$ cat src/rtl/load_store_unit_if.sv
// Pipeline and data-memory signal bundle for the load/store unit.
// master: the LSU side (drives rdata/done/stall/misalign and the memory
//   address, write data and enables). slave: pipeline plus memory side
//   (drives the request fields and the combinational read word).
interface load_store_unit_if #(
    parameter int ADDR_W = 32
);
    logic              req_i;
    logic              we_i;
    logic [1:0]        size_i;
    logic              sign_i;
    logic [ADDR_W-1:0] addr_i;
    logic [31:0]       wdata_i;
    logic [31:0]       rdata_o;
    logic              done_o;
    logic              stall_o;
    logic              misalign_o;
    logic [ADDR_W-1:0] mem_addr_o;
    logic [31:0]       mem_wdata_o;
    logic              mem_rd_o;
    logic              mem_wr_o;
    logic [31:0]       mem_rdata_i;

    modport master (
        input  req_i, we_i, size_i, sign_i, addr_i, wdata_i,
        input  mem_rdata_i,
        output rdata_o, done_o, stall_o, misalign_o,
        output mem_addr_o, mem_wdata_o, mem_rd_o, mem_wr_o
    );

    modport slave (
        output req_i, we_i, size_i, sign_i, addr_i, wdata_i,
        output mem_rdata_i,
        input  rdata_o, done_o, stall_o, misalign_o,
        input  mem_addr_o, mem_wdata_o, mem_rd_o, mem_wr_o
    );
endinterface

$ cat src/rtl/load_store_unit.sv
// Load/store unit: byte/half/word accesses to a little-endian 32-bit data
// memory, sub-word stores done as read-modify-write, loads sign/zero
// extended, pipeline stalled until each access completes.
// Ports: clk_i, rst_i (async, active high), bus (load_store_unit_if.master).
// Optional macro LSU_MISALIGN_TRAP_EN: misaligned half/word accesses are
// rejected with misalign_o instead of being performed.
module load_store_unit #(
    parameter int ADDR_W    = 32,
    parameter int MEM_BYTES = 32
) (
    input  logic                clk_i,
    input  logic                rst_i,
    load_store_unit_if.master   bus
);
    if (MEM_BYTES < 4) begin : g_bad_mem
        $error("MEM_BYTES must be at least 4");
    end

    typedef enum logic [1:0] {IDLE, RD, WR, DONE} state_t;

    state_t            state;
    logic              we_q;
    logic              sign_q;
    logic [1:0]        size_q;
    logic [31:0]       wdata_q;
    logic [31:0]       rdata_q;
    logic [31:0]       mwdata_q;
    logic [ADDR_W-1:0] maddr_q;
    logic              rd_q;
    logic              wr_q;
    logic              done_q;

    function automatic logic [31:0] extend(
        input logic [31:0] w,
        input logic [1:0]  sz,
        input logic        sg
    );
        unique case (sz)
            2'b00:   extend = {{24{sg & w[7]}}, w[7:0]};
            2'b01:   extend = {{16{sg & w[15]}}, w[15:0]};
            default: extend = w;
        endcase
    endfunction

    function automatic logic [31:0] merge(
        input logic [31:0] w,
        input logic [31:0] d,
        input logic [1:0]  sz
    );
        unique case (sz)
            2'b00:   merge = {w[31:8], d[7:0]};
            2'b01:   merge = {w[31:16], d[15:0]};
            default: merge = d;
        endcase
    endfunction

`ifdef LSU_MISALIGN_TRAP_EN
    logic misal;
    logic mis_q;
    assign misal = (bus.size_i == 2'b01 && bus.addr_i[0])
                 || (bus.size_i[1] && bus.addr_i[1:0] != 2'b00);
`endif

    always_ff @(posedge clk_i or posedge rst_i) begin
        if (rst_i) begin
            state    <= IDLE;
            we_q     <= 1'b0;
            sign_q   <= 1'b0;
            size_q   <= 2'b00;
            wdata_q  <= '0;
            rdata_q  <= '0;
            mwdata_q <= '0;
            maddr_q  <= '0;
            rd_q     <= 1'b0;
            wr_q     <= 1'b0;
            done_q   <= 1'b0;
`ifdef LSU_MISALIGN_TRAP_EN
            mis_q    <= 1'b0;
`endif
        end else begin
            unique case (state)
                IDLE: begin
                    if (bus.req_i) begin
                        we_q    <= bus.we_i;
                        sign_q  <= bus.sign_i;
                        size_q  <= bus.size_i;
                        wdata_q <= bus.wdata_i;
                        maddr_q <= bus.addr_i;
`ifdef LSU_MISALIGN_TRAP_EN
                        if (misal) begin
                            state  <= DONE;
                            done_q <= 1'b1;
                            mis_q  <= 1'b1;
                            if (!bus.we_i) rdata_q <= '0;
                        end else
`endif
                        if (bus.we_i && bus.size_i[1]) begin
                            state    <= WR;
                            wr_q     <= 1'b1;
                            mwdata_q <= bus.wdata_i;
                        end else begin
                            state <= RD;
                            rd_q  <= 1'b1;
                        end
                    end
                end
                RD: begin
                    rd_q <= 1'b0;
                    if (we_q) begin
                        state    <= WR;
                        wr_q     <= 1'b1;
                        mwdata_q <= merge(bus.mem_rdata_i, wdata_q, size_q);
                    end else begin
                        state   <= DONE;
                        done_q  <= 1'b1;
                        rdata_q <= extend(bus.mem_rdata_i, size_q, sign_q);
                    end
                end
                WR: begin
                    wr_q   <= 1'b0;
                    state  <= DONE;
                    done_q <= 1'b1;
                end
                DONE: begin
                    done_q <= 1'b0;
`ifdef LSU_MISALIGN_TRAP_EN
                    mis_q  <= 1'b0;
`endif
                    state  <= IDLE;
                end
                default: state <= IDLE;
            endcase
        end
    end

    // IDLE stalls only while a request is pending; gated by reset so all
    // outputs read zero while rst_i is held.
    assign bus.stall_o = !rst_i && ((state == IDLE) ? bus.req_i
                       : (state == RD || state == WR));

    assign bus.rdata_o     = rdata_q;
    assign bus.done_o      = done_q;
    assign bus.mem_addr_o  = maddr_q;
    assign bus.mem_wdata_o = mwdata_q;
    assign bus.mem_rd_o    = rd_q;
    assign bus.mem_wr_o    = wr_q;
`ifdef LSU_MISALIGN_TRAP_EN
    assign bus.misalign_o  = mis_q;
`else
    assign bus.misalign_o  = 1'b0;
`endif
endmodule

$ cat src/flat_wrapper.sv
// flat-port wrapper written by rule: the top's interface ports become plain ports
module load_store_unit_flat 
#(
    parameter int ADDR_W    = 32,
    parameter int MEM_BYTES = 32
)
  (clk_i, rst_i, bus_req_i, bus_we_i, bus_size_i, bus_sign_i, bus_addr_i, bus_wdata_i, bus_mem_rdata_i, bus_rdata_o, bus_done_o, bus_stall_o, bus_misalign_o, bus_mem_addr_o, bus_mem_wdata_o, bus_mem_rd_o, bus_mem_wr_o);
  load_store_unit_if #(.ADDR_W(ADDR_W)) bus_i ();
  input  logic clk_i;
  input  logic rst_i;
  input wire logic [$bits(bus_i.req_i)-1:0] bus_req_i;
  input wire logic [$bits(bus_i.we_i)-1:0] bus_we_i;
  input wire logic [$bits(bus_i.size_i)-1:0] bus_size_i;
  input wire logic [$bits(bus_i.sign_i)-1:0] bus_sign_i;
  input wire logic [$bits(bus_i.addr_i)-1:0] bus_addr_i;
  input wire logic [$bits(bus_i.wdata_i)-1:0] bus_wdata_i;
  input wire logic [$bits(bus_i.mem_rdata_i)-1:0] bus_mem_rdata_i;
  output wire logic [$bits(bus_i.rdata_o)-1:0] bus_rdata_o;
  output wire logic [$bits(bus_i.done_o)-1:0] bus_done_o;
  output wire logic [$bits(bus_i.stall_o)-1:0] bus_stall_o;
  output wire logic [$bits(bus_i.misalign_o)-1:0] bus_misalign_o;
  output wire logic [$bits(bus_i.mem_addr_o)-1:0] bus_mem_addr_o;
  output wire logic [$bits(bus_i.mem_wdata_o)-1:0] bus_mem_wdata_o;
  output wire logic [$bits(bus_i.mem_rd_o)-1:0] bus_mem_rd_o;
  output wire logic [$bits(bus_i.mem_wr_o)-1:0] bus_mem_wr_o;
  assign bus_i.req_i = bus_req_i;
  assign bus_i.we_i = bus_we_i;
  assign bus_i.size_i = bus_size_i;
  assign bus_i.sign_i = bus_sign_i;
  assign bus_i.addr_i = bus_addr_i;
  assign bus_i.wdata_i = bus_wdata_i;
  assign bus_i.mem_rdata_i = bus_mem_rdata_i;
  assign bus_rdata_o = bus_i.rdata_o;
  assign bus_done_o = bus_i.done_o;
  assign bus_stall_o = bus_i.stall_o;
  assign bus_misalign_o = bus_i.misalign_o;
  assign bus_mem_addr_o = bus_i.mem_addr_o;
  assign bus_mem_wdata_o = bus_i.mem_wdata_o;
  assign bus_mem_rd_o = bus_i.mem_rd_o;
  assign bus_mem_wr_o = bus_i.mem_wr_o;
  load_store_unit #(.ADDR_W(ADDR_W), .MEM_BYTES(MEM_BYTES)) u_core (.clk_i(clk_i), .rst_i(rst_i), .bus(bus_i));
endmodule
$ cat config.mk
export PLATFORM = sky130hd
export DESIGN_NAME = load_store_unit_flat
export DESIGN_NICKNAME = d
export VERILOG_FILES = /design/src/rtl/load_store_unit_if.sv /design/src/rtl/load_store_unit.sv /design/src/flat_wrapper.sv
export SDC_FILE = /design/constraint.sdc
export NUM_CORES = 1
export LEC_CHECK = 0
export ABC_AREA = 0
export CAP_MARGIN = 20
export CORE_MARGIN = 2
export CORE_UTILIZATION = 50
export DETAILED_ROUTE_END_ITERATION = 10
export DONT_BUFFER_PORTS = 1
export PLACE_DENSITY = 0.61
export RECOVER_POWER = 100
export SKIP_LAST_GASP = 1
export SLEW_MARGIN = 0
export SYNTH_ARGS = -nofsm -noshare
export SYNTH_HDL_FRONTEND = slang
export SYNTH_SLANG_ARGS = --single-unit
export TNS_END_PERCENT = 10
$ cat constraint.sdc
create_clock -name clk_i -period 8.8 [get_ports clk_i]
set_clock_uncertainty 0.05 [all_clocks]
set_input_delay 1.76 -clock clk_i [delete_from_list [all_inputs] [get_ports clk_i]]
set_output_delay 1.76 -clock clk_i [all_outputs]
set_load 0.005 [all_outputs]
# After elaboration in Yosys (flattened, before gate mapping)

Cells that the tools add are included.
W data, S select, Z words.

Equal/unequal tests: 9
Muxes and demuxes: 20
Bitwise operators: 3
Reductions and logical operators: 15

Operator list:

| cell                 | count |
|---|---|
| $pmux W32 S2         | 3 |
| $mux W32             | 3 |
| $mux W1              | 8 |
| $pmux W2 S4          | 1 |
| $reduce_and A4 Y1    | 2 |
| $ne A2 B2 Y1 const B | 3 |
| $pmux W1 S3          | 2 |
| $reduce_and A2 Y1    | 3 |
| $reduce_bool A3 Y1   | 2 |
| $eq A2 B1 Y1 const B | 2 |
| $eq A2 B2 Y1 const B | 2 |
| $logic_not A2 Y1     | 2 |
| $mux W2              | 2 |
| $ne A2 B1 Y1 const B | 2 |
| $reduce_and A3 Y1    | 1 |
| $and A1 B1 Y1        | 2 |
| $logic_and A1 B1 Y1  | 2 |
| $pmux W1 S2          | 1 |
| $reduce_bool A2 Y1   | 1 |
| $logic_not A1 Y1     | 1 |
| $logic_or A1 B1 Y1   | 1 |
| $not A1 Y1           | 1 |

Register bits after elaboration: 137
Input port bits: 103
Word-level logic and storage cells: 58

# Depth between registers and ports, before layout

Depth in word-level cells: 4
Gate-level depth with buffers: 8
Depth with buffers taken out: 5

# Worst setup path before layout

No wires, ideal clock.

Path kind: in2out
Start: input bus_req_i
End: output bus_stall_o
Arrival time: 2.402 ns
Data required time: 6.990 ns
Path slack: 4.588 ns
Stages on the path: 4
Buffers on the path: 2
Cells stage by stage: nand2_1 > buf_2 > buf_2 > a21oi_1

Word-level cells in the longest chain between the ends: 2

RTL lines:

| element             | line                   | source |
|---|---|---|
| start, declared     | flat_wrapper.sv:11     | `input wire logic [$bits(bus_i.req_i)-1:0] bus_req_i;` |
| $mux W1             | load_store_unit.sv:138 | `assign bus.stall_o = !rst_i && ((state == IDLE) ? bus.req_i` |
| $logic_and A1 B1 Y1 | load_store_unit.sv:138 |  |
| end, declared       | flat_wrapper.sv:20     | `output wire logic [$bits(bus_i.stall_o)-1:0] bus_stall_o;` |

No other way between the ends.

# Final worst setup path

Ends and elaborated chain as after synthesis.

==> impl_metrics.csv <==
group,metric,value,unit
synth,synth-seq-area-share,55.7,%
synth,synth.cell_area,6150,um^2
routing,totalWireLength,13300,um
global_route,first_global_vias,3913,
critical_path,slowest_delay,1.60,ns
clock_network,tritoncts_clock_tree,"built",
clock_network,clockRootBuffer,"clkbuf_16",
critical_path,path_buf_inv,0,
clock_network,cts_made_buffers,17,
worst_hold_path,min_path_type,"reg -> reg",
floorplan,die-width,115,um
run_status,outcome,"finished, violations left",
floorplan,overall_die_area,13200,um^2
flow_run,max_cap_violations,5,
global_route,wire_length_of_the_first_global_routing_pass,20700,um
global_route,grt.total_usage,20.7,%
clock_network,tritoncts_num_sinks,137,
critical_path,path_delay_family,"simple AND/OR/NAND/NOR gates",
clock_network,insertion_delay,0.41,ns
run_status,violations_in_the_final_reports,"capacitance limit, slew limit",
synth,synthDistinctLibCells,30,
floorplan,core-area,12000,um^2
critical_path,critical_path.startpoint_type,"input pin",
timing,hold_viol,0,
routing,postRouteAntennaNets,0,
place,globalplace.congestion,0.816,
critical_path,worstPathMaxFanout,69,
routing,vias_per_cell,5.65,
worst_hold_path,worstHoldEndpoint,"u_core.wdata_q[12]",
routing,drcViolationCount,0,
floorplan,start_util,51.2,%
global_route,grt.overflow.total,0,
timing,fmaxAchievable,168,MHz
clock_network,clkTransAtPathRegs,0.06,ns
timing,timing.hold.ws,0.449,ns
worst_hold_path,worst_hold_startpoint,"u_core.wdata_q[12]",
synth,synth-warning-count,0,
routing,firstDrtPassIters,4,
routing,route.vias.total,3635,
global_route,globalRoute.busiestLayer,"met2",
floorplan,standard_cell_rows,40,
clock_network,cts-root-to-sink-buffers,2,
clock_network,ctsResizeCount,0,
worst_hold_path,worst_hold_path.num_cells,1,
critical_path,setup.worst_path.class,"in -> out",
critical_path,worst-endpoint-arrival,4.16,ns
global_route,grtUsageMet1,24.8,%
timing,setup_viol,0,
pwr,power.density,433,nW/um^2
clock_network,cts_post_setup_buffers_inserted,0,
timing,layout_worst_path_cycle_share,67.8,%
critical_path,worstPathRequired,6.99,ns
place,post_detailed_placement_cell_area,6180,um^2
synth,syn-num-nets,606,
clock_network,cts_htree_levels,4,
global_route,grt_start_max_net_pins,88,
critical_path,r2r.worst_path.cells,6,
routing,route.detailed.wl_per_inst,20.7,um
pwr,power.static_leakage,2.90,nW
global_route,met2_usage,32.6,%
synth,syn-mean-instance-area,12.4,um^2
place,io_buffer_count,0,
critical_path,worst-r2r-setup-slack,3.03,ns
critical_path,crit_chain,"nand2_1 -> a21oi_1",
floorplan,die-height,115,um
timing,worst_slew_pin_slew,3.75,ns
layout,drive_above_1_share,24.6,%
layout,post_route_standard_cell_area_excluding_fillers,6600,um^2
layout,syn2layout_area_growth,7.28,%
timing,final-max-slew-violation-count,246,
layout,fin_nets,595,
critical_path,critical-path-slowest-cell,"nand2_1",
clock_network,cts_hold_buf,0,
floorplan,ios,204,
timing,grt_setup_unrepaired,"no",
critical_path,timing.critical_path.to_type,"primary output",
global_route,antenna_found_initial,0,
critical_path,critical_path.reg2reg.startpoint,"u_core.state[1]",
routing,drt-initial-drc-count,196,
synth,postSynthRegisterBits,137,
timing,slew-limit-headroom,-151,%
global_route,global_route.usage.met3,9.12,%
timing,setup_total_negative_slack,0,ns
critical_path,regToRegEndpoint,"u_core.bus.mem_wdata_o[15]",
synth,number_of_instances_in_the_synthesized_netlist,497,
place,post-dp-hpwl,8910,um
timing,final_period_minus_worst_setup_slack,5.97,ns
pwr,worst_ir_drop_vdd,210,uV
layout,antenna-diode-count,0,
==> synth_stat cells, drive strengths merged <==
cell type | instances | area [um^2]
nor2 | 52 | 195
o21ai | 9 | 45.0
mux2i | 18 | 180
o31ai | 1 | 7.51
or2 | 1 | 6.26
a211oi | 2 | 27.5
a31oi | 10 | 62.6
nor2b | 3 | 26.3
nand3 | 2 | 10.0
mux2 | 108 | 1330
ha | 6 | 75.1
a311oi | 1 | 26.3
a21oi | 44 | 220
clkbuf | 9 | 35.0
dfrtp | 137 | 3430
a21o | 1 | 7.51
and4b | 1 | 10.0
inv | 5 | 18.8
conb | 1 | 3.75
nand2b | 3 | 18.8
buf | 24 | 155
nand2 | 51 | 191
or3b | 8 | 70.1
==> cells by family after synthesis <==
family,after synthesis,synth area share (%)
buffers and inverters,38,3.40
DFF,137,55.7
AOI/OAI and AO/OA,68,6.45
other,1,0.0610
and+or+nand+nor,121,8.59
adders and majority gates,6,1.22
muxes,126,24.5
==> per-layer routing <==
| metal | wire (um) | vias to the layer above |
|---|---|---|
| met2 | 6410 | 136 |
| li1 | - | 1684 |
| met4 | 281 | 0 |
| met1 | 5450 | 1790 |
| met5 | 0 | - |
| met3 | 1180 | 25 |
==> power breakdown <==
part	internal, W	switching, W	leakage [nW]	total [W]
Clock	0.000413	0.000245	0.266	0.000658
Sequential	0.000966	0.000273	1.60	0.00124
Combinational	0.000501	0.000461	1.03	0.000962
Total	0.00188	0.000979	2.90	0.00286
==> how the worst max path moves through the flow <==
stage | start | endpoint | depth (start not counted)
after floorplan | rst_i | u_core.bus.done_o | 1
after global placement | bus_req_i | bus_stall_o | 2
after detailed placement | bus_req_i | bus_stall_o | 2
after CTS | bus_req_i | bus_stall_o | 2
after global routing | u_core.state[1] | u_core.bus.mem_wdata_o[22] | 6
final | bus_req_i | bus_stall_o | 2
==> registers in the layout (all words and copies together) (netlist names) <==
| name | count |
|---|---|
| u_core.bus.mem_addr_o | 32 |
| u_core.bus.mem_wdata_o | 32 |
| u_core.bus.rdata_o | 32 |
| u_core.wdata_q | 32 |
| u_core.size_q | 2 |
| u_core.state | 2 |
| u_core.bus.done_o | 1 |
| u_core.bus.mem_rd_o | 1 |
| u_core.bus.mem_wr_o | 1 |
| u_core.sign_q | 1 |
| u_core.we_q | 1 |
==> metrics by stage <==
step                      setup WS [ns]  util (%)  power [W]  cells
after floorplan                    3.32         -    0.00212    497
after global placement             4.33      51.5    0.00228    614
after detailed placement           4.33      51.5    0.00233    614
after CTS                          4.31      56.0    0.00300    643
after global routing               2.52      54.9    0.00306    643
final                              2.83      54.9    0.00286    643
==> layout by cell type, fill, tap and decap left out, drive strengths merged, types with 2 or more instances in the layout <==
cell type and n:
a211oi 2, nand2 51, nand3 2, nor2 52, mux2i 18, mux2 108
clkinv 2, clkbuf 26, buf 3, nor2b 3, ha 6, or3b 8
nand2b 3, a31oi 10, inv 4, o21ai 9, a21oi 44, dfrtp 137
==> layout make-up <==
cell class                 instances  area [um^2]
clock buffer                      26          499
clock inverter                     3         40.0
fill                            1074         5410
inverter                           5         20.0
multi-input combinational        322         2400
sequential                       137         3430
tap                              147          184
timing repair buffer               3         22.5
Note: power is estimated with default switching activity, not from simulation.
